**src/rtl/mcu_debug_controller.sv**
```systemverilog
// Run-control and register-read sequencer for the 8-bit MCU core.
// Optional breakpoint compare is enabled with `define MCU_DBG_BREAKPOINT_EN.
module mcu_debug_controller #(
  parameter int DATA_WIDTH    = 8,
  parameter int ADDR_WIDTH    = 4,
  parameter int PC_WIDTH      = 8,
  parameter bit HALT_ON_RESET = 1'b1
) (
  input  logic                  Clk,
  input  logic                  Reset,
  input  logic                  cmd_valid,
  output logic                  cmd_ready,
  input  logic [1:0]            cmd_op,
  input  logic [ADDR_WIDTH-1:0] cmd_addr,
  output logic                  rsp_valid,
  output logic [DATA_WIDTH-1:0] rsp_data,
  input  logic                  instr_done,
  input  logic [DATA_WIDTH-1:0] reg_out,
  input  logic [PC_WIDTH-1:0]   currentPC,
  output logic                  core_en,
  output logic                  dbg_addr_sel,
  output logic [ADDR_WIDTH-1:0] dbg_addr,
  output logic                  halted
`ifdef MCU_DBG_BREAKPOINT_EN
  ,
  input  logic [PC_WIDTH-1:0]   bp_addr,
  input  logic                  bp_valid
`endif
);

  typedef enum logic [2:0] {
    S_HALT, S_RUN, S_STEP, S_RD_ADDR, S_RD_DATA
  } state_t;

  localparam logic [1:0] OP_HALT = 2'b00;
  localparam logic [1:0] OP_RUN  = 2'b01;
  localparam logic [1:0] OP_STEP = 2'b10;
  localparam logic [1:0] OP_READ = 2'b11;

  localparam state_t RST_STATE = HALT_ON_RESET ? S_HALT : S_RUN;

  state_t state, next_state;
  logic   accept, ld_addr, bp_hit;

`ifdef MCU_DBG_BREAKPOINT_EN
  // Armed only after the first instruction retires in RUN, so resuming
  // at the breakpoint address makes progress.
  logic bp_armed;

  always_ff @(posedge Clk or posedge Reset) begin
    if (Reset)
      bp_armed <= 1'b0;
    else if (state != S_RUN)
      bp_armed <= 1'b0;
    else if (instr_done)
      bp_armed <= 1'b1;
  end

  assign bp_hit = (state == S_RUN) && bp_armed && bp_valid &&
                  (currentPC == bp_addr) && instr_done;
`else
  logic unused_pc;
  assign unused_pc = ^currentPC;
  assign bp_hit    = 1'b0;
`endif

  assign cmd_ready = (state == S_HALT) || (state == S_RUN);
  assign accept    = cmd_valid && cmd_ready;

  always_comb begin
    next_state = state;
    ld_addr    = 1'b0;
    case (state)
      S_HALT: begin
        if (accept) begin
          case (cmd_op)
            OP_RUN:  next_state = S_RUN;
            OP_STEP: next_state = S_STEP;
            OP_READ: begin
              next_state = S_RD_ADDR;
              ld_addr    = 1'b1;
            end
            default: next_state = S_HALT;
          endcase
        end
      end
      // Non-HALT commands in RUN are accepted and dropped.
      S_RUN:     if ((accept && cmd_op == OP_HALT) || bp_hit) next_state = S_HALT;
      S_STEP:    if (instr_done) next_state = S_HALT;
      S_RD_ADDR: next_state = S_RD_DATA;
      S_RD_DATA: next_state = S_HALT;
      default:   next_state = S_HALT;
    endcase
  end

  // Outputs are registered from next_state so they change on the accepting edge.
  always_ff @(posedge Clk or posedge Reset) begin
    if (Reset) begin
      state        <= RST_STATE;
      core_en      <= !HALT_ON_RESET;
      halted       <= HALT_ON_RESET;
      dbg_addr_sel <= 1'b0;
      dbg_addr     <= '0;
      rsp_valid    <= 1'b0;
      rsp_data     <= '0;
    end else begin
      state        <= next_state;
      core_en      <= (next_state == S_RUN) || (next_state == S_STEP);
      halted       <= (next_state == S_HALT);
      dbg_addr_sel <= (next_state == S_RD_ADDR) || (next_state == S_RD_DATA);
      rsp_valid    <= (state == S_RD_DATA);
      if (state == S_RD_DATA) rsp_data <= reg_out;
      if (ld_addr)            dbg_addr <= cmd_addr;
    end
  end

endmodule

```
**config.mk**
```make
export PLATFORM = sky130hd
export DESIGN_NAME = mcu_debug_controller
export DESIGN_NICKNAME = d
export VERILOG_FILES = /design/src/rtl/mcu_debug_controller.sv
export SDC_FILE = /design/constraint.sdc
export NUM_CORES = 1
export LEC_CHECK = 0
export ABC_AREA = 1
export CAP_MARGIN = 10
export CORE_MARGIN = 2
export CORE_UTILIZATION = 35
export DETAILED_ROUTE_END_ITERATION = 16
export PLACE_DENSITY = 0.69
export SLEW_MARGIN = 40
export SYNTH_ARGS = -nofsm -noshare
export SYNTH_HDL_FRONTEND = slang
export SYNTH_SLANG_ARGS = --single-unit
```
**constraint.sdc**
```tcl
create_clock -name Clk -period 1.4 [get_ports Clk]
set_input_delay 0.28 -clock Clk [delete_from_list [all_inputs] [get_ports Clk]]
set_output_delay 0.28 -clock Clk [all_outputs]
set_load 0.02 [all_outputs]
```
==> tab_implementation.tex <==
\begin{tabular}{lr}
\hline
Metric & Value \\
\hline
\multicolumn{2}{l}{\textbf{Place}} \\
\quad Routability congestion estimate from global placement & roughly 0.75 \\
\quad Dpl hpwl & about 1200 um \\
\quad Placement Setup Slack & -84.9 ps \\
\quad Count of buffers inserted at the top-level ports & 34 \\
\multicolumn{2}{l}{\textbf{Global routing}} \\
\quad Largest net degree at the start of global routing & 20 \\
\quad First-pass GRT wire length & 2780 um \\
\quad Overall Global Routing Usage & $\sim$14\% \\
\quad Antenna violations before repair & 0 \\
\quad Total congestion overflow & 0 \\
\quad Vias in the first global route & between 600 and 700 \\
\multicolumn{2}{l}{\textbf{Clock network}} \\
\quad Clock-pin transition on the worst setup and hold timing paths & about 110 ps \\
\quad Clk sinks & 19 \\
\quad Clock latency at the later pin of the worst-skew pair & just under 300 ps \\
\quad Number of buffers on the longest clock path & 2 \\
\quad TritonCTS clock tree & yes \\
\quad Clock buffer count from CTS & 3 \\
\quad Total setup buffers inserted after CTS & 0 \\
\quad H-tree level count & 1 \\
\quad Root Buffer & sky130\_fd\_sc\_hd\_\_clkbuf\_4 \\
\multicolumn{2}{l}{\textbf{Setup path}} \\
\quad Logic depth of the worst register-to-register path & 6 \\
\quad Highest fanout seen on the critical path & 1 \\
\quad Category of the worst setup path capture point & output port \\
\quad Buffer and inverter count on the worst path & 1 \\
\quad Category of the critical setup timing path & flip-flop to output port \\
\quad Depth of the critical timing path with buffers and inverters included & 1 \\
\quad Worst Setup Start Kind & flip-flop \\
\quad Data arrival time at the worst-slack endpoint & 1070 ps \\
\quad CP Cell Sequence & clkdlybuf4s15\_2 \\
\quad Top delay family on crit path & flip-flops \\
\quad Slowest Stage Delay on Critical Path & roughly 530 ps \\
\quad Critical Path RT & around 1100 ps \\
\quad Crit-path slowest cell & sky130\_fd\_sc\_hd\_\_dfstp\_2 \\
\multicolumn{2}{l}{\textbf{Routing}} \\
\quad Final routed wirelength across all metal layers & approximately 1600 um \\
\quad DR DRC count & 0 \\
\quad Number of iterations in the first detailed-routing pass & 4 \\
\quad Via total after detailed routing & just under 700 \\
\quad Drt initial violations & 9 \\
\quad Average wire length per cell after detail routing & between 9 and 10 um \\
\quad Routed Antenna Nets & 0 \\
\quad Average vias per placed instance & roughly 4.3 \\
\multicolumn{2}{l}{\textbf{Cells and area}} \\
\quad Number of fillers in the final layout & about 230 \\
\quad Net count of the finished layout & roughly 160 \\
\quad Most common cell after layout, fill and taps aside & sky130\_fd\_sc\_hd\_\_nand2\_1 \\
\quad Number of inserted diodes & 0 \\
\quad Layout cell share with drive strength beyond 1 & 15.7\% \\
\quad Relative area change from synthesis to final layout & 53.8\% \\
\quad Most frequent cells in the layout & sky130\_fd\_sc\_hd\_\_nand2\_1, sky130\_fd\_sc\_hd\_\_dfrtp\_1, sky130\_fd\_sc\_hd\_\_clkdlybuf4s50\_1 \\
\multicolumn{2}{l}{\textbf{Timing}} \\
\quad Maximum operating frequency & around 740 MHz \\
\quad Number of max-slew violations in the final report & 0 \\
\quad Number of endpoints failing setup at the final stage & 0 \\
\quad Unrepaired setup endpoints after global routing & no \\
\quad Remaining max-slew budget at the tightest pin & between 70\% and 80\% \\
\quad Number of endpoints with negative hold slack in the final report & 0 \\
\quad Clock period minus final worst setup slack & about 1300 ps \\
\quad Total Neg Setup Slack & 0 ps \\
\quad Final critical-path share of the clock period & 96.3\% \\
\quad Slew of the pin with the lowest slew margin & 372 ps \\
\quad Slack of the critical path & between 50 and 60 ps \\
\quad Skew final & between 8 and 9 ps \\
\multicolumn{2}{l}{\textbf{Yosys}} \\
\quad Yosys warns & 0 \\
\quad FF+latch count, synth & 19 \\
\quad Mux cell area share after synthesis & 0\% \\
\quad Proportion of synthesized chip area in sequential cells & around three fifths \\
\quad Count of mapped cells out of synthesis & 90 \\
\quad Avg Synthesized Cell Area & between 8 and 9 um2 \\
\quad Nets in the synthesized netlist & around 120 \\
\quad Share of synthesized cell area in and, or, nand and nor gates & between 30\% and 40\% \\
\quad Count of different cell masters after synthesis & 12 \\
\quad Adder-Cell Fraction of Synth Area & 0\% \\
\quad Dominant combinational cell family by area after synthesis & simple AND/OR/NAND/NOR gates \\
\quad Netlist Area Pre-Place & approximately 790 um2 \\
\quad Synth Area in Compound Gates & 0\% \\
\quad Post-synthesis share of cell area spent on xor and xnor gates & 0\% \\
\multicolumn{2}{l}{\textbf{Floorplan}} \\
\quad Die Y & around 51 um \\
\quad FP Rows & 17 \\
\quad Floorplan die width & $\sim$51 um \\
\quad Die area & 2650 um2 \\
\quad CORE AREA & between 2000 and 2500 um2 \\
\quad I/O pin count & 43 \\
\quad Starting density of the core & between 30\% and 40\% \\
\multicolumn{2}{l}{\textbf{Worst hold path}} \\
\quad Worst min-delay path class & primary input to async pin \\
\multicolumn{2}{l}{\textbf{Power}} \\
\quad Final Total Pwr & around 2400 uW \\
\quad Leakage power figure & $\sim$0.00065 uW \\
\quad IR drop worst, VDD & 0.000869 V \\
\quad Power per standard cell area & 1990 nW/um2 \\
\multicolumn{2}{l}{\textbf{Outcome}} \\
\quad Outcome & complete, no violations \\
\multicolumn{2}{l}{\textbf{Run}} \\
\quad Number of violations of the max-capacitance limit & 0 \\
\hline
\end{tabular}
## layer usage
layer	vias up	global-route usage, %	share of wire (%)
met3	4	0.877	4.7
met5	-	0	0
met4	0	9.21	2.2
li1	366	-	-
met2	24	23.1	43
met1	295	18.3	50
## worst paths after layout
check                       startpoint          end  slack (ps)
min                              Reset     state[1]         300
min reg2reg                dbg_addr[0]  dbg_addr[0]         480
max reg2reg                   state[1]  rsp_data[5]         150
min in group Clk           dbg_addr[0]  dbg_addr[0]         480
max                             halted       halted          50
max in group asynchronous        Reset       halted         840
## area by class of cell
type | count | area (um2) | share of cell area (%)
multi-input combinational | 62 | 278 | 22.9
timing repair buffer | 40 | 363 | 29.9
sequential | 19 | 477 | 39.3
inverter | 9 | 33.8 | 2.79
tap | 28 | 35.0 | 2.89
clock buffer | 4 | 26.3 | 2.17
## cell usage after synthesis (all sizes together)
| library cell | count | share of area, % |
|---|---|---|
| nor3 | 3 | 2.5 |
| nand2 | 46 | 23 |
| dfstp | 1 | 3.3 |
| nand3 | 7 | 5.1 |
| nor2 | 6 | 4.8 |
| inv | 9 | 4.3 |
| dfrtp | 18 | 57 |
## timing repair
action,in CTS,in global routing
setup endpoints to repair,17,1
gates resized for setup,21,1
hold buffers,0,0
## where the power goes
| group | switching (uW) | internal (uW) | total, uW |
|---|---|---|---|
| clock network | 158 | 111 | 269 |
| registers | 116 | 808 | 923 |
| logic | 730 | 493 | 1220 |
## stage by stage
stage	util (%)	std cells	hold slack, ps	instance area, um2
after global routing	55.9	162	372	1210
final	55.9	162	300	1210
after global placement	55.7	158	456	1210
after detailed placement	55.7	158	466	1210
after floorplan	-	90	230	788
after CTS	56.2	162	302	1220
## worst reg2reg max path: stages (launching register included)
cell and delay [ps]:
sky130_fd_sc_hd__dfrtp_1 420, sky130_fd_sc_hd__buf_4 150, sky130_fd_sc_hd__inv_2 80, sky130_fd_sc_hd__nand3_2 200
sky130_fd_sc_hd__inv_2 200, sky130_fd_sc_hd__nand2_1 70, sky130_fd_sc_hd__nand2_1 60
## cell families (layout without fill, tap and decap cells)
family                 Yosys count  in the layout
and+or+nand+nor                 62             62
buffers and inverters            9             53
DFF                             19             19
## state kept, by name, indices dropped and copies added, names as in the netlist
| name | cells |
|---|---|
| core_en | 1 |
| state | 3 |
| dbg_addr_sel | 1 |
| rsp_valid | 1 |
| dbg_addr | 4 |
| halted | 1 |
| rsp_data | 8 |
No activity file was read; power rests on OpenSTA's default activity.
